--- src/rtl/cordic_freq_discr_pkg.sv ---
// Shared types and helpers for the CORDIC frequency discriminator.
// Provides the FSM state enum, accumulator width and phase-wrap helper.
package cordicDiscrPkg;

   typedef enum logic {
      PRIME,
      RUN
   } state_t;

   function automatic int accWdt(input int xy, input int dec);
      return xy + 1 + $clog2(dec);
   endfunction

   // Keeps the low xy+1 bits of d and sign-extends from bit xy,
   // folding a phase difference into [-pi, pi).
   function automatic logic signed [31:0] wrapPhase(
      input logic signed [31:0] d,
      input int xy
   );
      return (d <<< (31 - xy)) >>> (31 - xy);
   endfunction

endpackage

--- src/rtl/cordic_freq_discr_if.sv ---
// Sample/result bundle between the CORDIC core side and the discriminator.
// master: drives rdy_in/mag/ph/thr, reads vld/freq/sq; slave: the reverse.
interface cordic_freq_discr_if #(
   parameter int XY_WDT = 14,
   parameter int ACC_W  = 17
);
   logic                    rdy_in;
   logic [XY_WDT-1:0]       mag;
   logic signed [XY_WDT+1:0] ph;
   logic [XY_WDT-1:0]       thr;
   logic                    vld;
   logic signed [ACC_W-1:0] freq;
   logic                    sq;

   modport master (
      output rdy_in, mag, ph, thr,
      input  vld, freq, sq
   );

   modport slave (
      input  rdy_in, mag, ph, thr,
      output vld, freq, sq
   );
endinterface

--- src/rtl/cordic_freq_discr_acc_dump.sv ---
// Accumulate-and-dump: sums DEC signed inputs, emits one word + 1-cycle vld.
// Ports: clk, reset, en, sclr, in_vld, din -> vld, dout.
module cordic_acc_dump #(
   parameter int W   = 15,
   parameter int DEC = 4,
   parameter int OW  = 17
) (
   input  logic                 clk,
   input  logic                 reset,
   input  logic                 en,
   input  logic                 sclr,
   input  logic                 in_vld,
   input  logic signed [W-1:0]  din,
   output logic                 vld,
   output logic signed [OW-1:0] dout
);
   localparam int CW = (DEC > 1) ? $clog2(DEC) : 1;

   logic signed [OW-1:0] acc;
   logic signed [OW-1:0] ext;
   logic [CW-1:0]        cnt;
   logic                 last;

   assign ext  = OW'(din);
   assign last = (cnt == CW'(DEC - 1));

   always_ff @(posedge clk or posedge reset) begin
      if (reset) begin
         acc  <= '0;
         cnt  <= '0;
         vld  <= 1'b0;
         dout <= '0;
      end else if (en) begin
         if (sclr) begin
            acc <= '0;
            cnt <= '0;
            vld <= 1'b0;
         end else begin
            vld <= 1'b0;
            if (in_vld) begin
               if (last) begin
                  dout <= acc + ext;
                  vld  <= 1'b1;
                  acc  <= '0;
                  cnt  <= '0;
               end else begin
                  acc <= acc + ext;
                  cnt <= cnt + CW'(1);
               end
            end
         end
      end
   end
endmodule

--- src/rtl/cordic_freq_discr.sv ---
// Phase-difference frequency discriminator with magnitude squelch.
// Ports: clk, reset, sclr, en, bus (slave: rdy_in/mag/ph/thr -> vld/freq/sq).
module cordic_freq_discr
   import cordicDiscrPkg::*;
#(
   parameter int XY_WDT = 14,
   parameter int DEC    = 4,
   parameter int SQ_N   = 3,
   parameter int ACC_W  = accWdt(XY_WDT, DEC)
) (
   input logic             clk,
   input logic             reset,
   input logic             sclr,
   input logic             en,
   cordic_freq_discr_if.slave bus
);
   localparam int PW = XY_WDT + 2;
   localparam int DW = XY_WDT + 1;
   localparam int LW = $clog2(SQ_N + 1);

   state_t               state;
   logic                 rdy_d;
   logic                 sq;
   logic                 accept;
   logic                 lo;
   logic                 sq_nxt;
   logic                 in_vld;
   logic [LW-1:0]        lo_cnt;
   logic [LW-1:0]        lo_nxt;
   logic signed [PW-1:0] ph_prev;
   logic signed [PW:0]   d;
   logic signed [DW-1:0] dw;
   logic signed [DW-1:0] din;

   // rdy_d resets high so the core's idle rdy=1 is not a sample.
   assign accept = bus.rdy_in & ~rdy_d;
   assign lo     = bus.mag < bus.thr;

   always_comb begin
      lo_nxt = '0;
      if (lo) begin
         lo_nxt = (lo_cnt == LW'(SQ_N)) ? lo_cnt : lo_cnt + LW'(1);
      end
   end

   assign sq_nxt = lo & (lo_nxt == LW'(SQ_N));

   assign d  = {bus.ph[PW-1], bus.ph} - {ph_prev[PW-1], ph_prev};
   assign dw = DW'(wrapPhase(32'(d), XY_WDT));

   // The sample that trips squelch already contributes zero.
   assign din    = sq_nxt ? '0 : dw;
   assign in_vld = accept & (state == RUN);

   always_ff @(posedge clk or posedge reset) begin
      if (reset) begin
         state   <= PRIME;
         rdy_d   <= 1'b1;
         ph_prev <= '0;
         lo_cnt  <= '0;
         sq      <= 1'b0;
      end else if (en) begin
         rdy_d <= bus.rdy_in;
         if (sclr) begin
            state  <= PRIME;
            rdy_d  <= 1'b1;
            lo_cnt <= '0;
            sq     <= 1'b0;
         end else if (accept) begin
            ph_prev <= bus.ph;
            lo_cnt  <= lo_nxt;
            sq      <= sq_nxt;
            state   <= RUN;
         end
      end
   end

   assign bus.sq = sq;

   cordic_acc_dump #(
      .W   (DW),
      .DEC (DEC),
      .OW  (ACC_W)
   ) u_acc (
      .clk    (clk),
      .reset  (reset),
      .en     (en),
      .sclr   (sclr),
      .in_vld (in_vld),
      .din    (din),
      .vld    (bus.vld),
      .dout   (bus.freq)
   );
endmodule

--- src/flat_wrapper.sv ---
// flat-port wrapper written by rule: the top's interface ports become plain ports
module cordic_freq_discr_flat import cordicDiscrPkg::*;
#(
   parameter int XY_WDT = 14,
   parameter int DEC    = 4,
   parameter int SQ_N   = 3,
   parameter int ACC_W  = accWdt(XY_WDT, DEC)
)
  (clk, reset, sclr, en, bus_rdy_in, bus_mag, bus_ph, bus_thr, bus_vld, bus_freq, bus_sq);
  cordic_freq_discr_if #(.XY_WDT(XY_WDT), .ACC_W(ACC_W)) bus_i ();
  input logic clk;
  input logic reset;
  input logic sclr;
  input logic en;
  input wire logic [$bits(bus_i.rdy_in)-1:0] bus_rdy_in;
  input wire logic [$bits(bus_i.mag)-1:0] bus_mag;
  input wire logic [$bits(bus_i.ph)-1:0] bus_ph;
  input wire logic [$bits(bus_i.thr)-1:0] bus_thr;
  output wire logic [$bits(bus_i.vld)-1:0] bus_vld;
  output wire logic [$bits(bus_i.freq)-1:0] bus_freq;
  output wire logic [$bits(bus_i.sq)-1:0] bus_sq;
  assign bus_i.rdy_in = bus_rdy_in;
  assign bus_i.mag = bus_mag;
  assign bus_i.ph = bus_ph;
  assign bus_i.thr = bus_thr;
  assign bus_vld = bus_i.vld;
  assign bus_freq = bus_i.freq;
  assign bus_sq = bus_i.sq;
  cordic_freq_discr #(.XY_WDT(XY_WDT), .DEC(DEC), .SQ_N(SQ_N), .ACC_W(ACC_W)) u_core (.clk(clk), .reset(reset), .sclr(sclr), .en(en), .bus(bus_i));
endmodule
--- config.mk ---
export PLATFORM = sky130hd
export DESIGN_NAME = cordic_freq_discr_flat
export DESIGN_NICKNAME = d
export VERILOG_FILES = /design/src/rtl/cordic_freq_discr_pkg.sv /design/src/rtl/cordic_freq_discr_if.sv /design/src/rtl/cordic_freq_discr_acc_dump.sv /design/src/rtl/cordic_freq_discr.sv /design/src/flat_wrapper.sv
export SDC_FILE = /design/constraint.sdc
export NUM_CORES = 1
export LEC_CHECK = 0
export BUFFER_PORTS_ARGS = -buffer_cell sky130_fd_sc_hd__buf_4
export CORE_AREA = 2 2 103 105
export CTS_CLUSTER_DIAMETER = 30
export DETAILED_ROUTE_END_ITERATION = 10
export DIE_AREA = 0 0 105 107
export PLACE_DENSITY = 0.66
export SLEW_MARGIN = 0
export SYNTH_ARGS = -nofsm -noshare
export SYNTH_HDL_FRONTEND = slang
export SYNTH_SLANG_ARGS = --single-unit
--- constraint.sdc ---
create_clock -name clk -period 7 [get_ports clk]
set_input_delay 1.4 -clock clk [delete_from_list [all_inputs] [get_ports clk]]
set_output_delay 1.4 -clock clk [all_outputs]
set_load 0.01 [all_outputs]
======== After elaboration in Yosys (flattened, before gate mapping) ========
Index checks and enable logic that the tools add are counted.
cells by class
  reduce and logical (&&, ||, !) cells .... 6
  bitwise gates (word level) .............. 5
  mux-type cells .......................... 19
  magnitude comparators ................... 1
  equality and inequality tests ........... 3
  $add $sub $neg .......................... 4
operator list
  cell                                         count
  2-to-1 mux 17 bit                            3
  adder 17 x 15 -> 17 bit                      1
  2-to-1 mux 15 bit                            1
  subtractor 15 bit                            1
  < comparator 14 bit                          1
  2-to-1 mux 2 bit                             7
  2-to-1 mux 1 bit                             8
  equality test 2 bit, second input constant   3
  adder 2 x 1 -> 2 bit, second input constant  2
  AND reduction 2 bit                          2
  AND reduction 4 bit                          1
  nonzero test 2 bit                           2
  AND 1 bit                                    3
  AND reduction 3 bit                          1
  NOT 1 bit                                    2
storage, ports and cells
  logic and storage cells ................. 47
  register bits ........................... 57
  output and inout port bits .............. 19

======== Logic depth before layout (Yosys ltp) ========
Gate-level depths: netlist (run 1).
  word-level depth ........................ 10
  gate-level depth with buffers ........... 20

======== By module ========
From an unflattened synthesis (run 1), not the netlist that was laid out.
unflattened totals
  cell total of the unflattened synthesis .. 477
  area total of the unflattened synthesis .. 4156.5 sq um
by module, submodules not included
  module             cells each  instances  area an instance (sq um)  seq. area each (sq um)
  cordic_acc_dump    241         1          2237.1                    925.9
  cordic_freq_discr  236         1          1919.3                    501.7

======== Least setup slack after synthesis (run 1) ========
OpenSTA, ideal clock, no wires.
  path type ............................... input -> register
  start point ............................. input bus_thr[2]
  end point ............................... register u_core.u_acc.dout[16]
  path buffers ............................ 2
  slack ................................... 1.607 ns
  stages on the path ...................... 20
  arrival time ............................ 5.268 ns
  cells stage by stage .................... inv_1 -> ha_1 -> a21o_1 -> a31oi_1 -> o21ai_0 -> a311oi_1 -> and3_1 -> clkbuf_1 -> clkbuf_1 -> nor2_1 -> ha_1 -> fa_1 -> a211o_1 -> o211ai_1 -> a211oi_1 -> o31ai_2 -> a21oi_1 -> xnor2_1 -> xnor2_1 -> mux2_2
between the ends
  longest elaborated chain between the ends .. 6
RTL lines
  element                    RTL line                          text
  start, declared            flat_wrapper.sv:18                input wire logic [$bits(bus_i.thr)-1:0] bus_thr;
  < comparator 14 bit *      cordic_freq_discr.sv:37           assign lo = bus.mag < bus.thr;
  2-to-1 mux 2 bit           cordic_freq_discr.sv:41           if (lo) begin
  equality test 2 bit        cordic_freq_discr.sv:46           assign sq_nxt = lo & (lo_nxt == LW'(SQ_N));
  AND 1 bit *                cordic_freq_discr.sv:46
  2-to-1 mux 15 bit *        cordic_freq_discr.sv:52           assign din = sq_nxt ? '0 : dw;
  adder 17 x 15 -> 17 bit *  cordic_freq_discr_acc_dump.sv:42  dout <= acc + ext;
  end signal, assigned       cordic_freq_discr_acc_dump.sv:42
  end, declared              cordic_freq_discr_acc_dump.sv:15  output logic signed [OW-1:0] dout
Every way passes the cells marked *; elsewhere a longest branch is shown, timed or not.
A chain may end at the register's enable or synchronous reset.

======== Worst setup path after layout (run 1) ========
Same ends and word-level chain as after synthesis.

==> results of run 1 <==
==> cell usage in the layout, fill, tap and decap left out, drive strengths merged, types with 2 or more instances in the layout <==
cell type / count
inv: 36
ha: 44
buf: 68
nor3: 6
fa: 2
dfrtp: 56
or3: 2
nor2: 22
xor2: 10
mux2: 15
bufinv: 2
or2: 4
o211ai: 2
nand2: 35
a21o: 17
a22o: 12
a31oi: 3
clkbuf: 13
nand3: 4
a21oi: 22
and4: 2
nor2b: 6
a211oi: 5
nand2b: 8
o21ai: 40
xnor2: 18
a211o: 2
o21a: 6
o21bai: 2
==> registers in the layout, summed over array words and instances, names as in the netlist <==
signal	count
u_core.ph_prev	15
u_core.u_acc.dout	17
u_core.u_acc.cnt	2
u_core.u_acc.vld	1
u_core.state	1
u_core.u_acc.acc	17
u_core.bus.sq	1
u_core.lo_cnt	2
u_core.rdy_d	1
==> per-stage QoR <==
| step | hold WS, ps | setup WS, ps |
|---|---|---|
| final | 483 | 1580 |
| after floorplan | 450 | 1610 |
| after detailed placement | 478 | 1180 |
| after global placement | 466 | 1230 |
| after CTS | 496 | 1560 |
| after global routing | 532 | 1190 |
==> path summary, 6_finish.rpt <==
| check | start | to | cells after the start |
|---|---|---|---|
| hold / removal | u_core.u_acc.dout[15] | u_core.u_acc.dout[15] | 2 |
| min in group asynchronous | reset | u_core.ph_prev[14] | 3 |
| setup reg to reg | u_core.ph_prev[0] | u_core.u_acc.dout[16] | 19 |
| hold reg to reg | u_core.u_acc.dout[15] | u_core.u_acc.dout[15] | 2 |
| setup / recovery | bus_thr[2] | u_core.u_acc.dout[16] | 19 |
| max in group asynchronous | reset | u_core.u_acc.acc[3] | 3 |
==> synth_stat cells (2+ instances only) <==
cell type	instances
ha_1	44
nor2_1	22
fa_1	2
nand3_1	4
a22o_1	12
or2_2	4
o21ai_0	39
nor3_1	6
dfrtp_1	56
mux2_2	15
inv_1	35
or3_1	2
nand2b_1	8
a31oi_1	3
xor2_1	10
a211o_1	2
a21o_1	17
and4_1	2
o21a_1	6
nand2_1	35
o21bai_1	2
a21oi_1	22
a211oi_1	3
nor2b_1	6
o211ai_1	2
xnor2_1	18
clkbuf_1	9
==> kinds of logic after synthesis <==
| group | after synthesis | synth area share |
|---|---|---|
| AO/OA/AOI/OAI | 123 | 0.213 |
| XOR/XNOR | 28 | 0.0632 |
| adder cells (fa/ha/maj) | 46 | 0.152 |
| buffers and inverters | 46 | 0.0468 |
| flip-flops | 57 | 0.368 |
| multiplexers | 15 | 0.0436 |
| AND/OR/NAND/NOR | 93 | 0.113 |
==> power groups by stage <==
stage / Combinational, uW / Clock (uW) / Sequential (uW)
2_1_floorplan: 460 / 0 / 378
3_3_place_gp: 573 / 0 / 381
3_5_place_dp: 587 / 0 / 381
4_1_cts: 591 / 388 / 375
5_1_grt: 662 / 400 / 379
6_report: 584 / 375 / 375
==> final cells by class <==
cell class                      count  area, um2
Clock buffer                       13        179
Clock inverter                      3       68.8
Fill cell                         982       5340
Inverter                           35        131
Multi-Input combinational cell    305       2270
Sequential cell                    57       1430
Tap cell                          136        170
Timing Repair Buffer               68        510
==> worst min-delay path, cell delays in order (launching register included) <==
cell     delay [ps]
dfrtp_1         350
nand2_1          50
o21ai_0          60
==> per-layer routing <==
metal,vias up,part of all wire
li1,1572,-
met2,66,0.47
met1,1431,0.46
met5,-,0
met3,12,0.050
met4,0,0.018
==> key figures, run 1 <==
Outcome
  • Status: finished clean

Floorplan
  • Die ar.: 11200 um2
  • Ports: 68
  • Die Span Y: 107 um
  • Starting density of the core: 0.384
  • Core Area: 10100 um2
  • Die W: 105 um
  • FP Rows: 37

Logic synthesis
  • Dominant cell type by area after synthesis: dfrtp_1
  • Largest cells by area after synthesis: dfrtp_1 36%, ha_1 14%, o21ai_0 5.0%, mux2_2 4.4%, xnor2_1 4.1%
  • Syn nets: 503
  • Ys flop type: dfrtp_1
  • Sequential element share of the synthesized area: 0.368
  • Synth Cell Area: 3880 um2
  • Post-synthesis async set-or-reset flop share: 1.00
  • Yosys cell types: 49
  • Post-Syn Instances: 408
  • FF+latch count, synth: 57
  • Top cell type's share of synthesized area: 0.361
  • Syn avg cell area: 9.50 um2
  • Count of flip-flops with a built-in enable after synthesis: 0
  • Synthesis Warnings: 0

Detailed routing
  • Avg WL per Cell: 12.8 um
  • Vias per inst: 4.99
  • DRT iter0 DRCs: 102
  • Total wire length: 7930 um
  • Antenna viol nets, final: 0
  • Residual DRC: 0
  • Drt first pass iters: 4
  • Vias: 3081

Critical path
  • Worst Path Arrival: 5650 ps
  • Worst Path Required: 7220 ps
  • CP max-delay cell: and3_1
  • Max stage delay on crit path: 550 ps
  • CP startpoint kind: input port
  • Flop2flop setup slack: 2830 ps
  • CP max FO: 15
  • CP cell instances: buf_4 -> inv_1 -> ha_1 -> a21o_1 -> a31oi_1 -> o21ai_0 -> a311oi_1 -> and3_1 -> nor2_1 -> ha_1 -> fa_1 -> a211o_1 -> o211ai_1 -> a211oi_1 -> o31ai_2 -> a21oi_1 -> xnor2_1 -> xnor2_1 -> mux2_2
  • Worst path bufs/invs: 2
  • Crit-path leading delay family: compound AO/OA/AOI/OAI gates
  • CP Capture Type: register
  • Kind of critical path: input port to register

Power
  • P_sw: 471 uW
  • Pint: 863 uW
  • Clock share of power: 0.281
  • Static leakage: 0.00248 uW
  • Tot Pwr: 1330 uW
  • Worst vdd ir: 0.000127 V
  • Seq pwr share: 0.281
  • Combinational Power Share: 0.438
  • Power per cell area: 280 nW/um2
  • Switch share: 0.353

Final layout
  • Non-filler cells, final: 617
  • Area growth syn-to-layout: 22.7%
  • Post-route cell area: 4760 um2
  • Nets: 571
  • Fraction of layout cells with a size suffix above 1: 0.229
  • Post-route core utilization: 0.471
  • # diodes: 0

Clock network
  • Clk buf depth: 2
  • Clk_lat worst skew: 340 ps
  • Clock sink total: 57
  • Root buffer cell: clkbuf_8
  • Total CTS buffers: 9
  • Cts repair resizes: 0
  • H-tree lvl count: 3
  • CTS tree: yes
  • Hold-fix buffers at CTS: 0
  • CTS clk-pin slew, worst paths: 70 ps
  • Post-CTS setup repair buffer count: 0

GRT
  • M1 GR Usage: 0.182
  • Total GRT Usage: 0.152
  • First-pass GRT wire length: 13800 um
  • Total gr overflow: 0
  • M2 GR Usage: 0.261
  • Number of global-route vias before repair: 3083
  • Busiest grt layer: met2
  • Routing usage on met3: 0.0468
  • Initial antenna violation count: 0
  • Largest net degree at the start of global routing: 58

Place
  • Port bufs: 66
  • DP Area: 4510 um2
  • Cell count after placement: 601
  • DP Wirelength: 6060 um
  • GP Congestion: 0.793

STA
  • Min cycle time layout: 5420 ps
  • Pins Over Slew Limit: 0
  • Tcrit/Tclk final: 0.775
  • Relative slew slack: 0.357
  • Hold Fails Final Rpt: 0
  • Endpoints failing setup: 0
  • Final TNS setup: 0 ps
  • Transition time of the tightest slew-check pin: 962 ps
  • RSZ-0062 raised after global routing: no
  • Setup Skew: 8.67 ps
  • Fmax: 0.184 GHz

Min path
  • Worst Hold Class: register to register

Job
  • Max-cap violations: 0
Power figures use the tool's default switching activity.
==> run 2, diff against run 1 <==
--- a/config.mk
+++ b/config.mk
@@ -10,7 +10,7 @@
 export CTS_CLUSTER_DIAMETER = 30
 export DETAILED_ROUTE_END_ITERATION = 10
 export DIE_AREA = 0 0 105 107
-export PLACE_DENSITY = 0.66
+export PLACE_DENSITY = 0.69
 export SLEW_MARGIN = 0
 export SYNTH_ARGS = -nofsm -noshare
 export SYNTH_HDL_FRONTEND = slang
==> constraint.sdc (replaced) <==
create_clock -name clk -period 4.43 [get_ports clk]
set_input_delay 0.886 -clock clk [delete_from_list [all_inputs] [get_ports clk]]
set_output_delay 0.886 -clock clk [all_outputs]
set_load 0.01 [all_outputs]
==> run 2 against run 1 <==
Against the previous run: sequential power up 58%; sequential share of layout area fell by 1.9 points; sequential cell count did not move; final area up 6.6%; combinational power increased by 88%; utilization up 3.1 points; highest routed layer unchanged; die area unchanged; global-route usage is 0.88 points higher; via count rose by 4.4%.
==> key figures, run 2 (synthesized netlist as in run 1, its figures left out) <==
Outcome
  • Status: finished clean

Critical path
  • Max stage delay on crit path: 370 ps
  • Worst Path Arrival: 4410 ps
  • Crit path launch: bus_ph[0]
  • CP cell instances: buf_4 -> inv_1 -> ha_1 -> inv_1 -> fa_2 -> a21oi_4 -> o21ai_1 -> o21ai_1 -> nand2b_1 -> a21oi_2 -> xor2_1 -> nor2_1 -> ha_1 -> a21o_1 -> a21o_1 -> a21o_1 -> o31ai_4 -> buf_4 -> o21bai_1 -> xor2_1 -> mux2_2
  • Worst Path Required: 4650 ps
  • CP startpoint kind: input port
  • CP Capture Type: register
  • Cell repeated most along the worst path: a21o_1
  • CP max-delay cell: fa_2
  • CP max FO: 3
  • Worst Reg-to-Reg Cells: 19
  • Kind of critical path: input port to register
  • Reg-to-Reg Start: u_core.ph_prev[0]

Floorplan
  • Ports: 68
  • Die ar.: 11200 um2
  • Die W: 105 um
  • Core Area: 10100 um2
  • FP Rows: 37
  • Die Span Y: 107 um
  • Starting density of the core: 0.384

STA
  • Endpoints failing setup: 0
  • Relative slew slack: 0.326
  • Tcrit/Tclk final: 0.947
  • Fmax: 0.238 GHz
  • Min Hold Slack: 483 ps
  • Pins Over Slew Limit: 0
  • Setup Skew: 12.5 ps
  • RSZ-0062 raised after global routing: no
  • Hold Fails Final Rpt: 0
  • Transition time of the tightest slew-check pin: 1010 ps
  • Min cycle time layout: 4190 ps
  • Worst setup margin: 236 ps

GRT
  • Total gr overflow: 0
  • Initial antenna violation count: 0
  • Total GRT Usage: 0.160
  • Largest net degree at the start of global routing: 35
  • Number of global-route vias before repair: 3214
  • First-pass GRT wire length: 14600 um

Clock network
  • Total CTS buffers: 9
  • Clock sink total: 57
  • CTS clk-pin slew, worst paths: 70 ps
  • H-tree lvl count: 3
  • Clk buf depth: 2
  • CTS tree: yes
  • Clk_lat worst skew: 340 ps
  • Root buffer cell: clkbuf_8
  • Hold-fix buffers at CTS: 0

Place
  • DP Wirelength: 6550 um
  • Port bufs: 66
  • Placement Setup Slack: -312 ps
  • GP Congestion: 0.845
  • Cell count after placement: 628

Power
  • Tot Pwr: 2180 uW
  • Static leakage: 0.00260 uW
  • Power per cell area: 429 nW/um2
  • Worst vdd ir: 0.000173 V

Detailed routing
  • DRT iter0 DRCs: 125
  • Vias per inst: 4.99
  • DR WL met2: 4000 um
  • Drt first pass iters: 4
  • Avg WL per Cell: 13.3 um
  • Vias: 3217
  • Antenna viol nets, final: 0
  • Met1 WL: 4080 um
  • Highest routed layer: met4
  • Total wire length: 8580 um
  • Met3 WL post-DR: 320 um
  • Residual DRC: 0

Final layout
  • Commonest non-fill, non-tap cell in the layout: buf_4
  • Sequential cell area: 1430 um2
  • # diodes: 0
  • Nets: 599
  • Most frequent cells in the layout: 96 x buf_4, 56 x dfrtp_1, 39 x ha_1, 35 x nand2_1, 34 x o21ai_0
  • Non-filler cells, final: 645
  • Multi-input gate area: 2420 um2
  • Largest regs: u_core.u_acc.acc: 17 flops, u_core.u_acc.dout: 17 flops, u_core.ph_prev: 15 flops
  • Number of fill cells: 949
  • Post-route core utilization: 0.502
  • Fraction of layout cells with a size suffix above 1: 0.312
  • Area growth syn-to-layout: 30.8%

Job
  • Max-cap violations: 0

Min path
  • Worst Hold Class: register to register
  • Hold_sp: u_core.u_acc.dout[7]
  • Hold depth: 2
-- run 2: changes by cell type in the layout (fill, tap and decap cells not counted), moves of 4 or more --
cell      before  now
buf_4         68   96
ha_1          44   39
ha_4           0    5
o21ai_0       39   34
clkbuf_8      13    9
inv_1         34   30
o21ai_1        1    5
-- run 2: final timing paths --
kind	endpoint	slack, ps
setup reg to reg	u_core.u_acc.dout[14]	600
setup / recovery	u_core.u_acc.dout[14]	240
min in group asynchronous	u_core.u_acc.dout[11]	600
max in group asynchronous	u_core.rdy_d	2970
hold / removal	u_core.u_acc.dout[7]	480
hold reg to reg	u_core.u_acc.dout[7]	480
-- run 2: critical path: cells and delay by family --
family,cells,cell delay [ps]
simple gates,2,180
xor+xnor,2,320
mux,1,270
compound gates,9,1530
buf+inv,4,390
fa+ha+maj,3,840
-- run 2: power by group --
group | switching (uW) | internal, uW
sequential | 22.0 | 571
clock | 227 | 262
combinational | 579 | 517
total | 828 | 1350
-- run 2: area by class of cell --
type	instances	share of cell area
inverters	35	0.0274
clock buffers	10	0.0252
repair buffers	96	0.142
multi-input cells	305	0.477
well taps	136	0.0336
clock inverters	6	0.0136
flip-flops and latches	57	0.282
-- run 2: per-stage QoR --
stage	TNS, ps	cell area (um2)
after detailed placement	-1450	4810
final	0	5070
after CTS	0	5010
after floorplan	-81.8	3990
after global placement	-723	4810
after global routing	0	5070
-- run 2: repair_timing --
action,in CTS,in global routing
endpoints found under the setup margin,0,12
buffers inserted,0,1
resized for setup,0,14
-- run 2: layer usage --
layer | global-route usage | vias up
li1 | - | 1630
met1 | 0.204 | 1511
met4 | 0.0590 | 0
met5 | 0 | -
met2 | 0.266 | 61
met3 | 0.0377 | 15
==> run 3, diff against run 2 <==
--- a/config.mk
+++ b/config.mk
@@ -5,12 +5,13 @@
 export SDC_FILE = /design/constraint.sdc
 export NUM_CORES = 1
 export LEC_CHECK = 0
+export ABC_AREA = 1
 export BUFFER_PORTS_ARGS = -buffer_cell sky130_fd_sc_hd__buf_4
-export CORE_AREA = 2 2 103 105
+export CORE_AREA = 2 2 107 109
 export CTS_CLUSTER_DIAMETER = 30
 export DETAILED_ROUTE_END_ITERATION = 10
-export DIE_AREA = 0 0 105 107
-export PLACE_DENSITY = 0.69
+export DIE_AREA = 0 0 109 111
+export PLACE_DENSITY = 0.68
 export SLEW_MARGIN = 0
 export SYNTH_ARGS = -nofsm -noshare
 export SYNTH_HDL_FRONTEND = slang
==> run 3 against run 2 <==
Against the previous run: critical path depth stayed put; global-route usage is 1.6 points higher; largest power group unchanged; die area is 7.7% higher; non-clock buffer count is 27 lower; final area is 0.72% higher; maximum frequency is 17% higher; synthesized cell count is 41% higher; worst hold slack worse by 9.2 ps; largest cell class unchanged; first-iteration DRC count is 13% higher; power is 9.1% lower; combinational power is 30% lower.
==> key figures, run 3 <==
Place
  • GP Congestion: 0.897
  • DP Wirelength: 7510 um
  • Port bufs: 66

Logic synthesis
  • Syn nets: 669
  • Top cell type's share of synthesized area: 0.335
  • Dominant cell type by area after synthesis: dfrtp_1
  • Post-Syn Instances: 574
  • Syn avg cell area: 7.29 um2
  • Ys flop type: dfrtp_1
  • Count of flip-flops with a built-in enable after synthesis: 0
  • Sequential element share of the synthesized area: 0.341
  • Largest cells by area after synthesis: dfrtp_1 33%, nand2_1 16%, ha_1 13%, inv_1 6.5%, nand3_1 4.9%
  • Post-synthesis async set-or-reset flop share: 1.00
  • Yosys cell types: 36
  • Synth Cell Area: 4190 um2
  • FF+latch count, synth: 57
  • Synthesis Warnings: 0
  • Top post-synthesis cells by count: 179 x nand2_1, 72 x inv_1, 56 x dfrtp_1, 44 x ha_1, 41 x nand3_1
  • Most common cell in the synthesized netlist: nand2_1

Final layout
  • Largest regs: u_core.u_acc.acc: 17 flops, u_core.u_acc.dout: 17 flops, u_core.ph_prev: 15 flops
  • Most frequent cells in the layout: 179 x nand2_1, 71 x inv_1, 69 x buf_4, 56 x dfrtp_1, 44 x ha_1
  • Nets: 740
  • Number of fill cells: 1095
  • Area growth syn-to-layout: 22.0%
  • # diodes: 0
  • Fraction of layout cells with a size suffix above 1: 0.186
  • Commonest non-fill, non-tap cell in the layout: nand2_1

Critical path
  • Crit path launch: bus_ph[0]
  • Flop2flop setup slack: 1210 ps
  • Max stage delay on crit path: 390 ps
  • Cell repeated most along the worst path: nand3_1
  • CP startpoint kind: input port
  • Worst Path Required: 4640 ps
  • CP Capture Type: register
  • CP max-delay cell: fa_1
  • Reg-to-Reg Start: u_core.ph_prev[0]
  • Kind of critical path: input port to register
  • Worst Path Arrival: 3790 ps
  • CP cell instances: buf_4 -> inv_1 -> ha_1 -> inv_1 -> fa_1 -> nand2_1 -> nand2_1 -> nand3_2 -> nand2_2 -> nand3_1 -> nand3_1 -> a21oi_1 -> xor2_1 -> nor2_1 -> ha_1 -> a21oi_1 -> o21ai_0 -> a21oi_1 -> nand3_1 -> nand3_1 -> nand2_1
  • CP max FO: 5

STA
  • Tcrit/Tclk final: 0.809
  • Final TNS setup: 0 ps
  • Relative slew slack: 0.459
  • RSZ-0062 raised after global routing: no
  • Setup Skew: 9.36 ps
  • Endpoints failing setup: 0
  • Transition time of the tightest slew-check pin: 809 ps
  • Fmax: 0.279 GHz
  • Min cycle time layout: 3580 ps
  • Pins Over Slew Limit: 0
  • Hold Fails Final Rpt: 0

Detailed routing
  • Total wire length: 9670 um
  • Vias: 3871
  • Vias per inst: 4.88
  • Drt first pass iters: 4
  • Residual DRC: 0
  • Antenna viol nets, final: 0
  • DRT iter0 DRCs: 141
  • Avg WL per Cell: 12.2 um

Power
  • Power per cell area: 388 nW/um2
  • Pint: 1230 uW
  • Static leakage: 0.00287 uW
  • Clock share of power: 0.315
  • Tot Pwr: 1980 uW
  • Switch share: 0.377
  • Seq pwr share: 0.296
  • P_sw: 746 uW
  • Combinational Power Share: 0.389
  • Worst vdd ir: 0.000215 V

Clock network
  • Hold-fix buffers at CTS: 0
  • Cts repair resizes: 0
  • CTS clk-pin slew, worst paths: 50 ps
  • H-tree lvl count: 3
  • CTS tree: yes
  • Clk buf depth: 2
  • Total CTS buffers: 9
  • Clock sink total: 57
  • Root buffer cell: clkbuf_16
  • Clk_lat worst skew: 330 ps
  • Post-CTS setup repair buffer count: 0

GRT
  • Initial antenna violation count: 0
  • Total gr overflow: 0
  • Total GRT Usage: 0.176
  • First-pass GRT wire length: 17300 um
  • Number of global-route vias before repair: 3918
  • Largest net degree at the start of global routing: 39

Outcome
  • Status: finished clean

Floorplan
  • Core Area: 11100 um2
  • Die Span Y: 111 um
  • Die W: 109 um
  • FP Rows: 39
  • Die ar.: 12100 um2
  • Starting density of the core: 0.378
  • Ports: 68

Min path
  • Worst Hold Class: register to register
  • Hold_sp: u_core.u_acc.dout[1]

Job
  • Max-cap violations: 0
-- run 3: path summary, 6_finish.rpt --
| kind | endpoint | depth (start not counted) |
|---|---|---|
| min in group asynchronous | u_core.state | 2 |
| max | u_core.u_acc.acc[13] | 21 |
| max in group asynchronous | u_core.u_acc.acc[15] | 3 |
| min | u_core.u_acc.dout[1] | 2 |
| min reg2reg | u_core.u_acc.dout[1] | 2 |
| max reg2reg | u_core.u_acc.acc[13] | 19 |
-- run 3: metal layers --
metal / GRT usage / share of wire / vias up
met5: 0 / 0 / -
met4: 0.0419 / 0.0058 / 0
met3: 0.0353 / 0.037 / 4
met2: 0.300 / 0.49 / 64
met1: 0.227 / 0.47 / 1801
li1: - / - / 2002
-- run 3: power by group through the flow --
stage               Combinational [uW]  Sequential, uW  Clock, uW
floorplan                          590             590          0
CTS                                773             586        633
global placement                   748             594          0
finish                             770             586        623
global route                       897             591        661
detailed placement                 766             595          0
-- run 3: cell families after synthesis --
kind of cell | after synthesis | synth area share
xor+xnor | 9 | 0.0188
compound gates | 88 | 0.117
fa+ha+maj | 46 | 0.141
simple gates | 283 | 0.298
buf+inv | 91 | 0.0834
flops | 57 | 0.341
-- run 3: final cells by class --
type	instances	area (um2)	share of cell area
clock buffer	10	229	0.0448
clock inverter	6	36.3	0.00711
inverter	82	308	0.0603
multi-input combinational	426	2410	0.472
sequential	57	1430	0.280
tap	143	179	0.0350
timing repair buffer	69	518	0.101
-- run 3: through the flow --
| step | instances | cell area, um2 | worst slack [ps] | hold slack (ps) | util |
|---|---|---|---|---|---|
| 3_5_place_dp | 777 | 4840 | 545 | 464 | 0.437 |
| 2_1_floorplan | 574 | 4190 | 1030 | 450 | - |
| 6_report | 793 | 5110 | 848 | 474 | 0.461 |
| 5_1_grt | 793 | 5110 | 492 | 504 | 0.461 |
| 4_1_cts | 793 | 5110 | 862 | 477 | 0.461 |
| 3_3_place_gp | 777 | 4840 | 542 | 464 | 0.437 |
-- run 3: worst max-delay path, delay by kind of cell --
family | cells | cell delay [ps]
AND/OR/NAND/NOR | 10 | 880
XOR/XNOR | 1 | 160
adder cells (fa/ha/maj) | 3 | 870
buffers and inverters | 3 | 270
AO/OA/AOI/OAI | 4 | 690
